## config.mk

```make
export PLATFORM = sky130hd
export DESIGN_NAME = parity_stream_encoder
export DESIGN_NICKNAME = d
export VERILOG_FILES = /design/src/rtl/parity_stream_encoder.sv
export SDC_FILE = /design/constraint.sdc
export NUM_CORES = 1
export LEC_CHECK = 0
export ABC_AREA = 1
export CORE_ASPECT_RATIO = 0.7
export CORE_MARGIN = 10
export CORE_UTILIZATION = 25
export DETAILED_ROUTE_END_ITERATION = 8
export PLACE_DENSITY = 0.54
export SLEW_MARGIN = 20
export SYNTH_ARGS = -nofsm -noshare
export SYNTH_HDL_FRONTEND = slang
export SYNTH_SLANG_ARGS = --single-unit
```

## constraint.sdc

```tcl
create_clock -name clk -period 1.8 [get_ports clk]
set_input_delay 0.54 -clock clk [delete_from_list [all_inputs] [get_ports clk]]
set_output_delay 0.54 -clock clk [all_outputs]
set_load 0.05 [all_outputs]
```

## src/rtl/parity_stream_encoder.sv

```systemverilog
// Streaming parity encoder: per-word even/odd parity plus frame parity over FRAME_LEN words,
// behind a single registered valid/ready stage. Define PARITY_CHECK_EN to add received-parity checking.
module parity_stream_encoder #(
    parameter int DATA_W    = 8,
    parameter int FRAME_LEN = 4
) (
    input  logic              clk,
    input  logic              rst,
    input  logic              odd_sel,
    input  logic              in_valid,
    output logic              in_ready,
    input  logic [DATA_W-1:0] in_data,
    output logic              out_valid,
    input  logic              out_ready,
    output logic [DATA_W-1:0] out_data,
    output logic              out_par,
    output logic              out_last,
    output logic              frame_par
`ifdef PARITY_CHECK_EN
    ,
    input  logic              in_par,
    output logic              par_err,
    output logic              err_sticky
`endif
);

    localparam int CNT_W = $clog2(FRAME_LEN) + 1;
    localparam logic [CNT_W-1:0] LAST_CNT = CNT_W'(FRAME_LEN - 1);

    typedef enum logic {IDLE, ACCUM} state_t;

    state_t              state_q;
    logic [CNT_W-1:0]    cnt_q;
    logic                acc_q;
    logic                out_valid_q;
    logic [DATA_W-1:0]   out_data_q;
    logic                out_par_q;
    logic                out_last_q;
    logic                frame_par_q;

    logic                accept;
    logic                word_par;
    logic                is_last;
    logic                acc_d;
    logic [CNT_W-1:0]    cnt_d;
    state_t              state_d;

    assign in_ready = !rst && (!out_valid_q || out_ready);
    assign accept   = in_valid && in_ready;
    assign word_par = ^in_data;
    assign is_last  = (cnt_q == LAST_CNT);

    // Frame bookkeeping: the accumulator restarts from the word itself on word0.
    always_comb begin
        acc_d   = (state_q == IDLE) ? word_par : (acc_q ^ word_par);
        cnt_d   = cnt_q + CNT_W'(1);
        state_d = ACCUM;
        if (is_last) begin
            cnt_d   = '0;
            state_d = IDLE;
        end
    end

    always_ff @(posedge clk or posedge rst) begin
        if (rst) begin
            state_q     <= IDLE;
            cnt_q       <= '0;
            acc_q       <= 1'b0;
            out_valid_q <= 1'b0;
            out_data_q  <= '0;
            out_par_q   <= 1'b0;
            out_last_q  <= 1'b0;
            frame_par_q <= 1'b0;
        end else if (accept) begin
            out_valid_q <= 1'b1;
            out_data_q  <= in_data;
            out_par_q   <= word_par ^ odd_sel;
            out_last_q  <= is_last;
            state_q     <= state_d;
            cnt_q       <= cnt_d;
            acc_q       <= is_last ? 1'b0 : acc_d;
            if (is_last) begin
                frame_par_q <= acc_d ^ odd_sel;
            end
        end else if (out_ready) begin
            out_valid_q <= 1'b0;
        end
    end

    assign out_valid = out_valid_q;
    assign out_data  = out_data_q;
    assign out_par   = out_par_q;
    assign out_last  = out_last_q;
    assign frame_par = frame_par_q;

`ifdef PARITY_CHECK_EN
    logic par_err_q;
    logic err_sticky_q;
    logic par_err_d;

    assign par_err_d = in_par != (word_par ^ odd_sel);

    // Error flag travels with the word; the sticky copy only clears on reset.
    always_ff @(posedge clk or posedge rst) begin
        if (rst) begin
            par_err_q    <= 1'b0;
            err_sticky_q <= 1'b0;
        end else if (accept) begin
            par_err_q <= par_err_d;
            if (par_err_d) begin
                err_sticky_q <= 1'b1;
            end
        end
    end

    assign par_err    = par_err_q;
    assign err_sticky = err_sticky_q;
`endif

endmodule

```

==> results_dict.tcl, run 1 <==
set metrics [dict create \
    status "finished, final reports clean" \
    post-synth-top-count-cell "nand2_1" \
    die_w_um 92.5 \
    yosys.area.top_type "dfrtp_1" \
    cts_setup_buffers 0 \
    tns_ns 0 \
    cts_tree "yes" \
    crit_start "out_ready" \
    worst_slew_pin_slew_ns 0.225 \
    syn_area_um2 921 \
    power.total_mw 1.54 \
    synth_area_leaders "dfrtp_1 46%, nand2_1 24%, inv_1 7.3%" \
    r2r-end "frame_par" \
    cts.clk_slew.worst_paths_ns 0.06 \
    synthFlopType "dfrtp_1" \
    wirelength_um 2360 \
    critPathKind "in -> out" \
    cp_data_arrival_time_ns 1.13 \
    holdWs_ns 0.479 \
    synth_top_cell_area_share_pct 46.2 \
    track_usage_pct 7.91 \
    post_drt_wl_per_cell_um 10.8 \
    finalCriticalPeriod_ns 1.67 \
    grt_max_degree 18 \
    slew_viol_final 0 \
    drc 0 \
    synth.distinct_cells 16 \
    max_freq_mhz 600 \
    ys_ff_latch 17 \
    syn-mean-instance-area_um2 6.98 \
    dpl.cell_count 213 \
    avgViaCountPerCell 3.96 \
    hold_viol 0 \
    rsz0062_at_grt "false" \
    endpoint "in_ready" \
    r2r_slack_ns 0.51 \
    hpwl_um 1940 \
    syn_to_final_growth_pct 61.8 \
    io_buffer_count 25 \
    synthesis.nets 146 \
    setup_viol 0 \
    vias 863 \
    pre_cts_ws_ns -0.161 \
    finish.instance_area_um2 1490 \
    ctsHoldBuffers 0 \
    core.rowCount 18 \
    critPathRequiredTime_ns 1.26 \
    hold_class "reg -> reg" \
    grt_antenna_before_repair 1 \
    die_y_um 70.8 \
    cts_sinks 17 \
    yosysSeqAreaShare_pct 46.2 \
    ctsHtreeMaxLevel 1 \
    numCtsBuffers 3 \
    overflow 0 \
    setup_ws_ns 0.132 \
    grt_pass1_wl_um 4220 \
    core_um2 3540 \
    p_leak_nw 0.855 \
    yosysWarnings 0 \
    power_density_nw_per_um2 1030 \
    critPathLaunchType "input port" \
    io_pins 26 \
    initial_core_util_pct 26.0 \
    fp.dieArea_um2 6550 \
    slew_headroom_pct 85.0 \
    finClkSkew_ns 0.00286 \
    finalNetCount 182 \
    crit_path_end_kind "output port" \
    synthArstFlopShare_pct 100 \
    final.fill_count 372 \
    layout-drive-gt1-share_pct 21.6 \
    placed_area_um2 1420 \
    first_global_vias 911 \
    root_buffer "clkbuf_8" \
    synthTopCellsByCount "58 x nand2_1, 18 x inv_1, 17 x dfrtp_1" \
    ff2ff_path_depth 6 \
    r2r_start "out_valid" \
    ant_nets 0 \
    clockBufferDepth 2 \
    drt_iter0_markers 21 \
    clock_latency_ns 0.25 \
    finalNonFillerCells 218 \
    path_max_fanout 2 \
    drt_first_pass_iters 4 \
    synth_edf_count 0 \
    drv_cap 0 \
    synth_cells 132 \
    vdd_drop_max_v 0.000483 \
    gp_congestion 0.740 \
    fin_util_pct 42.1 \
    period_share_pct 92.7 \
]
==> cells in the final DEF (no fill, tap or decap), types with 3 or more instances in the layout <==
| master | count |
|---|---|
| nor2_1 | 6 |
| dfrtp_1 | 17 |
| clkdlybuf4s50_1 | 3 |
| buf_4 | 8 |
| inv_1 | 17 |
| o21ai_0 | 6 |
| clkbuf_8 | 3 |
| dlymetal6s2s_1 | 7 |
| nand2_1 | 58 |
| nand2_2 | 7 |
| buf_12 | 13 |
| nand3_1 | 9 |
==> repair_timing <==
action                                 4_1_cts  5_1_grt
endpoints found under the hold margin        0        0
pin swaps                                    1        1
gates resized for setup                      3        9
cloned                                       0        0
setup endpoints to repair                    1        2
==> layout make-up <==
type / instances / area [um2] / area share (%)
inverters: 19 / 71.3 / 4.79
clock buffers: 4 / 45.0 / 3.02
repair buffers: 33 / 455 / 30.6
flip-flops and latches: 17 / 425 / 28.5
diodes: 1 / 2.50 / 0.168
well taps: 50 / 62.6 / 4.20
multi-input cells: 94 / 428 / 28.7
==> critical path: stages <==
cell           delay, ns
dlygate4sd2_1       0.20
inv_2               0.05
a21oi_4             0.18
buf_12              0.15
==> flip-flops by register name, indices dropped and copies added, names as in the netlist <==
| register | cells |
|---|---|
| acc_q | 1 |
| out_data | 8 |
| out_last | 1 |
| cnt_q | 3 |
| out_par | 1 |
| state_q | 1 |
| out_valid | 1 |
| frame_par | 1 |
==> per-layer routing <==
| layer | track usage [%] | vias to the layer above | wire, um |
|---|---|---|---|
| met1 | 8.71 | 362 | 1100 |
| met5 | 0 | - | 0 |
| met4 | 2.90 | 0 | 48 |
| li1 | - | 471 | - |
| met3 | 4.95 | 6 | 239 |
| met2 | 12.2 | 24 | 977 |
==> logic make-up (layout without fill, tap and decap cells) <==
group / after synthesis / after routing / share of synthesized area (%)
and+or+nand+nor: 82 / 82 / 36.5
buffers and inverters: 21 / 56 / 8.69
DFF: 17 / 17 / 46.2
AOI/OAI and AO/OA: 9 / 9 / 5.30
xor gates and xnor gates: 2 / 2 / 1.90
adders and majority gates: 1 / 1 / 1.36
other: 0 / 1 / 0
==> worst min-delay path by stage <==
stage	startpoint	endpoint	slack, ns	cells past startpoint
floorplan	acc_q	acc_q	0.45	2
global placement	acc_q	acc_q	0.47	2
detailed placement	state_q	state_q	0.47	2
CTS	state_q	state_q	0.48	2
global route	state_q	state_q	0.50	2
finish	state_q	state_q	0.48	2
==> where the power goes <==
part           switching, mW  internal, mW  total [mW]
registers             0.0778         0.477       0.555
logic                  0.378         0.320       0.698
clock network          0.132         0.157       0.289
(Power assumes the default switching activity.)
==> inputs of run 2 (changes only) <==
CAP_MARGIN = 20   (was default)
==> results of run 2 <==
No change in the layout: final DEF, timing and power equal those of run 1.
==> inputs of run 3 (changes only) <==
clock period = 1.88 ns   (was 1.8 ns; I/O delays follow)
==> run 3 against run 2 <==
Effect of this change: clock power shrank 8.3%; clock skew grew 0.0028 ns; cell area shrank 11%; first-iteration DRC count grew 19%; global-route usage shrank 0.96 points; utilization shrank 4.7 points; sequential share of layout area grew 3.6 points; final cell count is the same; combinational power shrank 23%; via count grew 3.0%; critical endpoint unchanged.
==> results_dict.tcl, run 3 (synthesis gave the netlist of run 1 again) <==
set metrics [dict create \
    status "finished, final reports clean" \
    cts_tree "yes" \
    cpMaxStageDelayCell "dlygate4sd2_1" \
    drt_first_pass_iters 4 \
    core_um2 3540 \
    finalNonFillerCells 218 \
    fin_util_pct 37.4 \
    fp.dieArea_um2 6550 \
    rsz0062_at_grt "false" \
    post_drt_wl_per_cell_um 9.93 \
    slew_viol_final 0 \
    overflow 0 \
    ant_nets 0 \
    period_share_pct 91.2 \
    hold_viol 0 \
    cts_setup_buffers 0 \
    final_common_cell "nand2_1" \
    multi_input_area_um2 423 \
    core.rowCount 18 \
    slew_headroom_pct 83.1 \
    vias 889 \
    power.total_mw 1.31 \
    die_y_um 70.8 \
    finalCriticalPeriod_ns 1.71 \
    critPathKind "in -> out" \
    root_buffer "clkbuf_8" \
    drv_cap 0 \
    grt_antenna_before_repair 0 \
    critPathRequiredTime_ns 1.32 \
    grt_pass1_wl_um 3840 \
    crit_family "buffers and inverters" \
    die_w_um 92.5 \
    finalNetCount 183 \
    slowest_delay_ns 0.21 \
    gp_congestion 0.783 \
    placed_area_um2 1270 \
    avgViaCountPerCell 4.08 \
    setup_ws_ns 0.166 \
    numCtsBuffers 3 \
    ctsHtreeMaxLevel 1 \
    hold_class "reg -> reg" \
    crit_path_end_kind "output port" \
    finish.instance_area_um2 1320 \
    first_global_vias 877 \
    clockBufferDepth 2 \
    tns_ns 0 \
    cts.clk_slew.worst_paths_ns 0.06 \
    largest_reg_flops 8 \
    power_density_nw_per_um2 992 \
    syn_to_final_growth_pct 43.6 \
    n_antenna_cell 0 \
    grt_max_degree 18 \
    hpwl_um 1820 \
    ctsHoldBuffers 0 \
    drc 0 \
    wirelength_um 2170 \
    io_buffer_count 25 \
    seq_area_um2 425 \
    setup_viol 0 \
    drt_iter0_markers 25 \
    vdd_drop_max_v 0.000454 \
    crit_chain "dlygate4sd2_1 > inv_2 > a21oi_4 > buf_12" \
    layout-drive-gt1-share_pct 20.8 \
    path_buf_inv 3 \
    cp_data_arrival_time_ns 1.15 \
    track_usage_pct 6.96 \
    p_leak_nw 0.748 \
    holdWs_ns 0.485 \
    io_pins 26 \
    dpl.cell_count 214 \
    final.fill_count 390 \
    pre_cts_ws_ns -0.119 \
    path_max_fanout 2 \
    finClkSkew_ns 0.00570 \
    initial_core_util_pct 26.0 \
    layout_common_cells "58 x nand2_1, 21 x buf_4, 17 x inv_1, 17 x dfrtp_1, 10 x clkdlybuf4s50_1" \
    worst_slew_pin_slew_ns 0.253 \
    clock_latency_ns 0.25 \
    max_freq_mhz 583 \
    critPathLaunchType "input port" \
    cts_sinks 17 \
]
-- run 3: cell types whose count changed in the layout (fill, tap and decap cells not counted), sizes merged --
cell,change
buf,+1
diode,-1
dlymetal6s2s,-7
clkdlybuf4s50,+7
-- run 3: routing by layer --
layer	vias up	global-route usage [%]	routed length, um
li1	472	-	-
met1	392	8.16	1000
met2	23	11.0	940
met3	2	4.32	213
met4	0	0.512	7
met5	-	0	0
-- run 3: power by group --
| part | switching [mW] | internal, mW |
|---|---|---|
| Combinational | 0.352 | 0.186 |
| Sequential | 0.0514 | 0.457 |
| Clock | 0.115 | 0.150 |
-- run 3: worst paths after layout --
check,start,to,slack (ns),cells past startpoint
setup / recovery,out_ready,in_ready,0.17,4
hold / removal,out_data[2],out_data[2],0.48,2
setup reg to reg,out_valid,out_data[0],0.61,5
hold reg to reg,out_data[2],out_data[2],0.48,2
max in group asynchronous,rst,out_last,1.06,4
min in group asynchronous,rst,frame_par,0.63,4
-- run 3: tightest hold or removal path, cell delays in order (launching register included) --
cell and delay [ns]:
dfrtp_1 0.34, nand2_1 0.05, o21ai_0 0.06
-- run 3: final cells by class --
type / instances / share of cell area (%)
inverters: 19 / 5.39
multi-input cells: 94 / 32.0
flip-flops and latches: 17 / 32.2
repair buffers: 34 / 22.3
well taps: 50 / 4.73
clock buffers: 4 / 3.41
-- run 3: timing repair --
action                                 in CTS  in global routing
setup endpoints to repair                   1                  0
endpoints found under the hold margin       0                  0
gates resized for setup                     4                  0
